[src/rtl/sram_like_arbiter.sv]
// sram_like_arbiter: two SRAM-like masters (instruction, data) sharing one
// SRAM-like downstream port. Data normally wins; a starve counter forces an
// instruction grant after STARVE_LIMIT consecutive data grants. An in-order
// ID FIFO routes each downstream data_ok back to the port that issued it.
module sram_like_arbiter #(
  parameter int DEPTH        = 4,
  parameter int STARVE_LIMIT = 3
) (
  input  logic                     clk,
  input  logic                     resetn,

  input  logic                     inst_req,
  input  logic                     inst_wr,
  input  logic [1:0]               inst_size,
  input  logic [3:0]               inst_wstrb,
  input  logic [31:0]              inst_addr,
  input  logic [31:0]              inst_wdata,
  output logic                     inst_addr_ok,
  output logic                     inst_data_ok,
  output logic [31:0]              inst_rdata,

  input  logic                     data_req,
  input  logic                     data_wr,
  input  logic [1:0]               data_size,
  input  logic [3:0]               data_wstrb,
  input  logic [31:0]              data_addr,
  input  logic [31:0]              data_wdata,
  output logic                     data_addr_ok,
  output logic                     data_data_ok,
  output logic [31:0]              data_rdata,

  output logic                     m_req,
  output logic                     m_wr,
  output logic [1:0]               m_size,
  output logic [3:0]               m_wstrb,
  output logic [31:0]              m_addr,
  output logic [31:0]              m_wdata,
  input  logic                     m_addr_ok,
  input  logic                     m_data_ok,
  input  logic [31:0]              m_rdata,

  output logic [$clog2(DEPTH):0]   outstanding,
  output logic                     err_spurious
);

  localparam int PW = $clog2(DEPTH);
  localparam int SW = (STARVE_LIMIT < 1) ? 1 : $clog2(STARVE_LIMIT + 1);

  typedef enum logic [1:0] {
    IDLE,
    HOLD_INST,
    HOLD_DATA
  } state_t;

  state_t          state;
  logic            sel_data;
  logic            sel_req;
  logic            starved;
  logic            full;
  logic            empty;
  logic            handshake;
  logic            pop;
  logic            head_is_data;
  logic [SW-1:0]   starve_cnt;
  logic [DEPTH-1:0] id_fifo;
  logic [PW-1:0]   wr_ptr;
  logic [PW-1:0]   rd_ptr;

  // Source selection: a held source stays locked; otherwise data wins unless inst is starved
  always_comb begin
    starved  = (starve_cnt == SW'(STARVE_LIMIT)) && inst_req;
    sel_data = 1'b0;
    case (state)
      HOLD_INST: sel_data = 1'b0;
      HOLD_DATA: sel_data = 1'b1;
      default:   sel_data = starved ? 1'b0 : data_req;
    endcase
  end

  // Downstream request fields mux from the selected source
  always_comb begin
    sel_req = inst_req;
    m_wr    = inst_wr;
    m_size  = inst_size;
    m_wstrb = inst_wstrb;
    m_addr  = inst_addr;
    m_wdata = inst_wdata;
    if (sel_data) begin
      sel_req = data_req;
      m_wr    = data_wr;
      m_size  = data_size;
      m_wstrb = data_wstrb;
      m_addr  = data_addr;
      m_wdata = data_wdata;
    end
  end

  // Request/response routing; full is judged on the registered count only,
  // so m_data_ok never reaches m_req combinationally
  always_comb begin
    full         = (outstanding == (PW + 1)'(DEPTH));
    empty        = (outstanding == '0);
    m_req        = sel_req & ~full & resetn;
    handshake    = m_req & m_addr_ok;
    inst_addr_ok = handshake & ~sel_data;
    data_addr_ok = handshake & sel_data;
    pop          = m_data_ok & ~empty;
    head_is_data = id_fifo[rd_ptr];
    inst_data_ok = pop & ~head_is_data;
    data_data_ok = pop & head_is_data;
    inst_rdata   = m_rdata;
    data_rdata   = m_rdata;
  end

  // Grant FSM: lock the selected source while the downstream stalls its address phase
  always_ff @(posedge clk or negedge resetn) begin
    if (!resetn) begin
      state <= IDLE;
    end else if (handshake) begin
      state <= IDLE;
    end else if (m_req) begin
      state <= sel_data ? HOLD_DATA : HOLD_INST;
    end
  end

  // Starve counter: counts back-to-back data grants while inst is waiting
  always_ff @(posedge clk or negedge resetn) begin
    if (!resetn) begin
      starve_cnt <= '0;
    end else if (handshake && !sel_data) begin
      starve_cnt <= '0;
    end else if (!inst_req) begin
      starve_cnt <= '0;
    end else if (handshake && sel_data && (starve_cnt != SW'(STARVE_LIMIT))) begin
      starve_cnt <= starve_cnt + 1'b1;
    end
  end

  // In-order ID FIFO with wrapping pointers and occupancy count
  always_ff @(posedge clk or negedge resetn) begin
    if (!resetn) begin
      id_fifo     <= '0;
      wr_ptr      <= '0;
      rd_ptr      <= '0;
      outstanding <= '0;
    end else begin
      if (handshake) begin
        id_fifo[wr_ptr] <= sel_data;
        wr_ptr          <= wr_ptr + 1'b1;
      end
      if (pop) begin
        rd_ptr <= rd_ptr + 1'b1;
      end
      case ({handshake, pop})
        2'b10:   outstanding <= outstanding + 1'b1;
        2'b01:   outstanding <= outstanding - 1'b1;
        default: outstanding <= outstanding;
      endcase
    end
  end

  // Sticky flag for a downstream response with nothing outstanding
  always_ff @(posedge clk or negedge resetn) begin
    if (!resetn) begin
      err_spurious <= 1'b0;
    end else if (m_data_ok && empty) begin
      err_spurious <= 1'b1;
    end
  end

endmodule

[config.mk]
export PLATFORM = sky130hd
export DESIGN_NAME = sram_like_arbiter
export DESIGN_NICKNAME = d
export VERILOG_FILES = /design/src/rtl/sram_like_arbiter.sv
export SDC_FILE = /design/constraint.sdc
export NUM_CORES = 1
export LEC_CHECK = 0
export CORE_AREA = 2 2 126 128
export CTS_BUF_LIST = sky130_fd_sc_hd__clkbuf_16
export DETAILED_ROUTE_END_ITERATION = 16
export DIE_AREA = 0 0 128 130
export PLACE_DENSITY = 0.53
export SLEW_MARGIN = 10
export SYNTH_ARGS = -nofsm -noshare
export SYNTH_HDL_FRONTEND = slang
export SYNTH_SLANG_ARGS = --single-unit
[constraint.sdc]
create_clock -name clk -period 2.7 [get_ports clk]
set_input_delay 0.27 -clock clk [delete_from_list [all_inputs] [get_ports clk]]
set_output_delay 0.27 -clock clk [all_outputs]
set_load 0.02 [all_outputs]
==> results of run 1 <==
==> metrics by stage <==
| step | util, % | TNS [ps] | cells |
|---|---|---|---|
| floorplan | - | 0 | 377 |
| global placement | 28.3 | 0 | 726 |
| detailed placement | 28.3 | 0 | 726 |
| CTS | 28.8 | 0 | 729 |
| global route | 30.0 | -15.0 | 736 |
| finish | 30.0 | 0 | 736 |
==> worst paths after layout <==
kind / end / slack [ps]
hold reg to reg: err_spurious / 450
setup reg to reg: outstanding[2] / 220
setup / recovery: m_req / 90
max in group asynchronous: id_fifo[0] / 2070
hold / removal: outstanding[1] / 440
min in group clk: err_spurious / 450
==> cells in the mapped netlist, types with 2 or more instances <==
master    count
nand2_1     220
buf_4        64
dfrtp_1      16
clkbuf_1     14
inv_1         9
ha_1          7
a32o_1        5
buf_2         4
nand3_1       4
xnor2_1       4
nor3b_1       3
and2_1        2
nand2b_1      2
nor2_1        2
nor2b_1       2
o21ai_0       2
o22ai_1       2
xor2_1        2
==> what timing repair did <==
action / CTS / global route
cloned: 0 / 3
buffers inserted: 0 / 4
endpoints found under the setup margin: 50 / 53
pin swaps: 0 / 1
resized for setup: 2 / 36
==> kinds of logic after synthesis <==
| family | share of synthesized area [%] |
|---|---|
| AND/OR/NAND/NOR | 41.8 |
| adder cells (fa/ha/maj) | 4.78 |
| AO/OA/AOI/OAI | 5.56 |
| XOR/XNOR | 2.33 |
| flip-flops | 17.8 |
| buffers and inverters | 26.1 |
| multiplexers | 1.67 |
==> metal layers <==
metal	track usage, %	part of all wire (%)	vias to the layer above
li1	-	-	1431
met1	11.6	38	1250
met4	3.30	2.7	0
met3	2.87	9.2	36
met2	17.0	50	150
met5	0	0	-
==> flip-flops by register name (all words and copies together) (netlist names) <==
signal / count
starve_cnt: 2
state: 2
err_spurious: 1
rd_ptr: 2
wr_ptr: 2
id_fifo: 4
outstanding: 3
==> final cells by class <==
| cell class | instances | area, µm² |
|---|---|---|
| sequential | 16 | 400 |
| timing repair buffer | 246 | 2590 |
| multi-input combinational | 270 | 1290 |
| fill | 1669 | 10800 |
| inverter | 9 | 33.8 |
| tap | 192 | 240 |
| clock buffer | 3 | 75.1 |
==> power groups by stage <==
stage,clock network (W),registers [W],logic (W)
2_1_floorplan,0,0.000446,0.00212
3_3_place_gp,0,0.000431,0.00384
3_5_place_dp,0,0.000437,0.00388
4_1_cts,0.000285,0.000434,0.00389
5_1_grt,0.000300,0.000452,0.00434
6_report,0.000277,0.000433,0.00402
==> results.md, run 1 <==
- Largest net degree at the start of global routing: between 40 and 50
- HP Class: in2async
- Cells on worst reg2reg path: 12
- Largest area contributor in the netlist: nand2_1
- Critical path depth in cells: 8
- CP peak stage delay: between 500 and 600 ps
- CTS max path bufs: 2
- Nets: between 700 and 800
- DP HPWL: 7900 µm
- Crit path buf inv count: 5
- Outcome: finished, final reports clean
- Sink Count: 16
- Reg clk slew, reported paths: about 50 ps
- Clk network pwr share: 5.9%
- Aggregate global-route resource usage: under 10%
- Most frequently used flop master after synthesis: dfrtp_1
- Global-route wire length before repair: ~13000 µm
- Setup crit end kind: primary output
- Worst clock skew: roughly 2.4 ps
- Critical path fanouts, max: 30
- Syn Nets: 565
- Final hold slack: ~440 ps
- Slew @ Worst Pin: 431 ps
- Layout cells sized above 1: between 5 and 6%
- Slack of the critical path: roughly 90 ps
- Rel. slew slack: a little under three quarters
- Die ar.: 0.0166 mm²
- Initial antenna violation count: 0
- DRC viols: 0
- CP required: between 2000 and 2500 ps
- I/O pin count: about 320
- Total power: 0.00473 W
- Port Buffers: 227
- Most used cell, CP: inv_1
- Synth top area cells: nand2_1, buf_4, dfrtp_1
- DR vias: 2867
- Type of origin of the critical path: flip-flop
- Clk_lat worst skew: around 240 ps
- Hold Buf Count CTS: 0
- Async set-reset flop share out of synthesis: between 90% and 100%
- DRT antenna net count: 0
- Pwr dens: approximately 1000 mW/mm²
- Switch Pwr: between 0.002 and 0.0025 W
- Max Cap Violations: 0
- Antenna Cells: 0
- Grt ovf: 0
- Cell area after layout: roughly 0.0046 mm²
- Initial DRC count: 70
- Crit path cell chain: inv_1 > ha_1 > buf_4 > a31o_4 > buf_12 > o21ai_1 > inv_1 > clkdlybuf4s50_1
- Sequential-to-total area share from yosys stat: 17.8%
- Number of global-route vias before repair: between 2000 and 3000
- CP Data Arrival Time: about 2300 ps
- Area delta synth->final: 106%
- Die width: roughly 130 µm
- Die H: 130 µm
- Dpl ws: 165 ps
- Number of enable flip-flop cells after synthesis: 0
- Drt first pass iters: 5
- Switching fraction of total power: 48.2%
- Post-synthesis register bit count: 16
- Critical path's slowest cell: clkdlybuf4s50_1
- Pleak: ~2.5 nW
- Post-synth top area share: 36.7%
- Worst Setup SP: state[0]
- Min cycle time layout: 2610 ps
- Gate power share: between 80 and 90%
- Placed inst area: between 0.004 and 0.005 mm²
- Most common cell after layout, fill and taps aside: nand2_1
- H-tree depth: 1
- Floorplan row count: 46
- CTS tree: done
- Mapped Avg Cell Area: roughly 6 µm²
- Core area: about 0.015 mm²
- Vias/cell: between 3 and 4
- Setup violators final: 0
- Gpl congestion: between 0.7 and 0.8
- VDD IR max: roughly 0.47 mV
- Pint: roughly 0.0025 W
- Cells after Synth: around 380
- Most frequent cells in the layout: nand2_1, clkdlybuf4s50_1, dlymetal6s2s_1
- Final Cycle Share: between 90% and 100%
- Cell area after synthesis: 0.00225 mm²
- TritonCTS buffer count: 3
- Fmax: about 380 MHz
- Starting density of the core: 14.6%
- Final Hold Fails: 0
- RSZ-0062 raised after global routing: true
- Delay-heaviest family, CP: buffers and inverters
- Warnings from Yosys: 0
- Critical path type: reg2out
- DR WL/cell: about 14 µm
- Slew Viols, Final: 0
- Final WL: 10200 µm
- Sequential share of power: roughly 9.1%
- Synth unique cells: 31
- Root Driver: clkbuf_16
- R2r startpoint: state[0]
(Power assumes the default switching activity.)
==> run 2, diff against run 1 <==
Settings changed: CTS_CLUSTER_DIAMETER from default to 150.
==> results of run 2 <==
No change in the layout: final DEF, timing and power equal those of run 1.
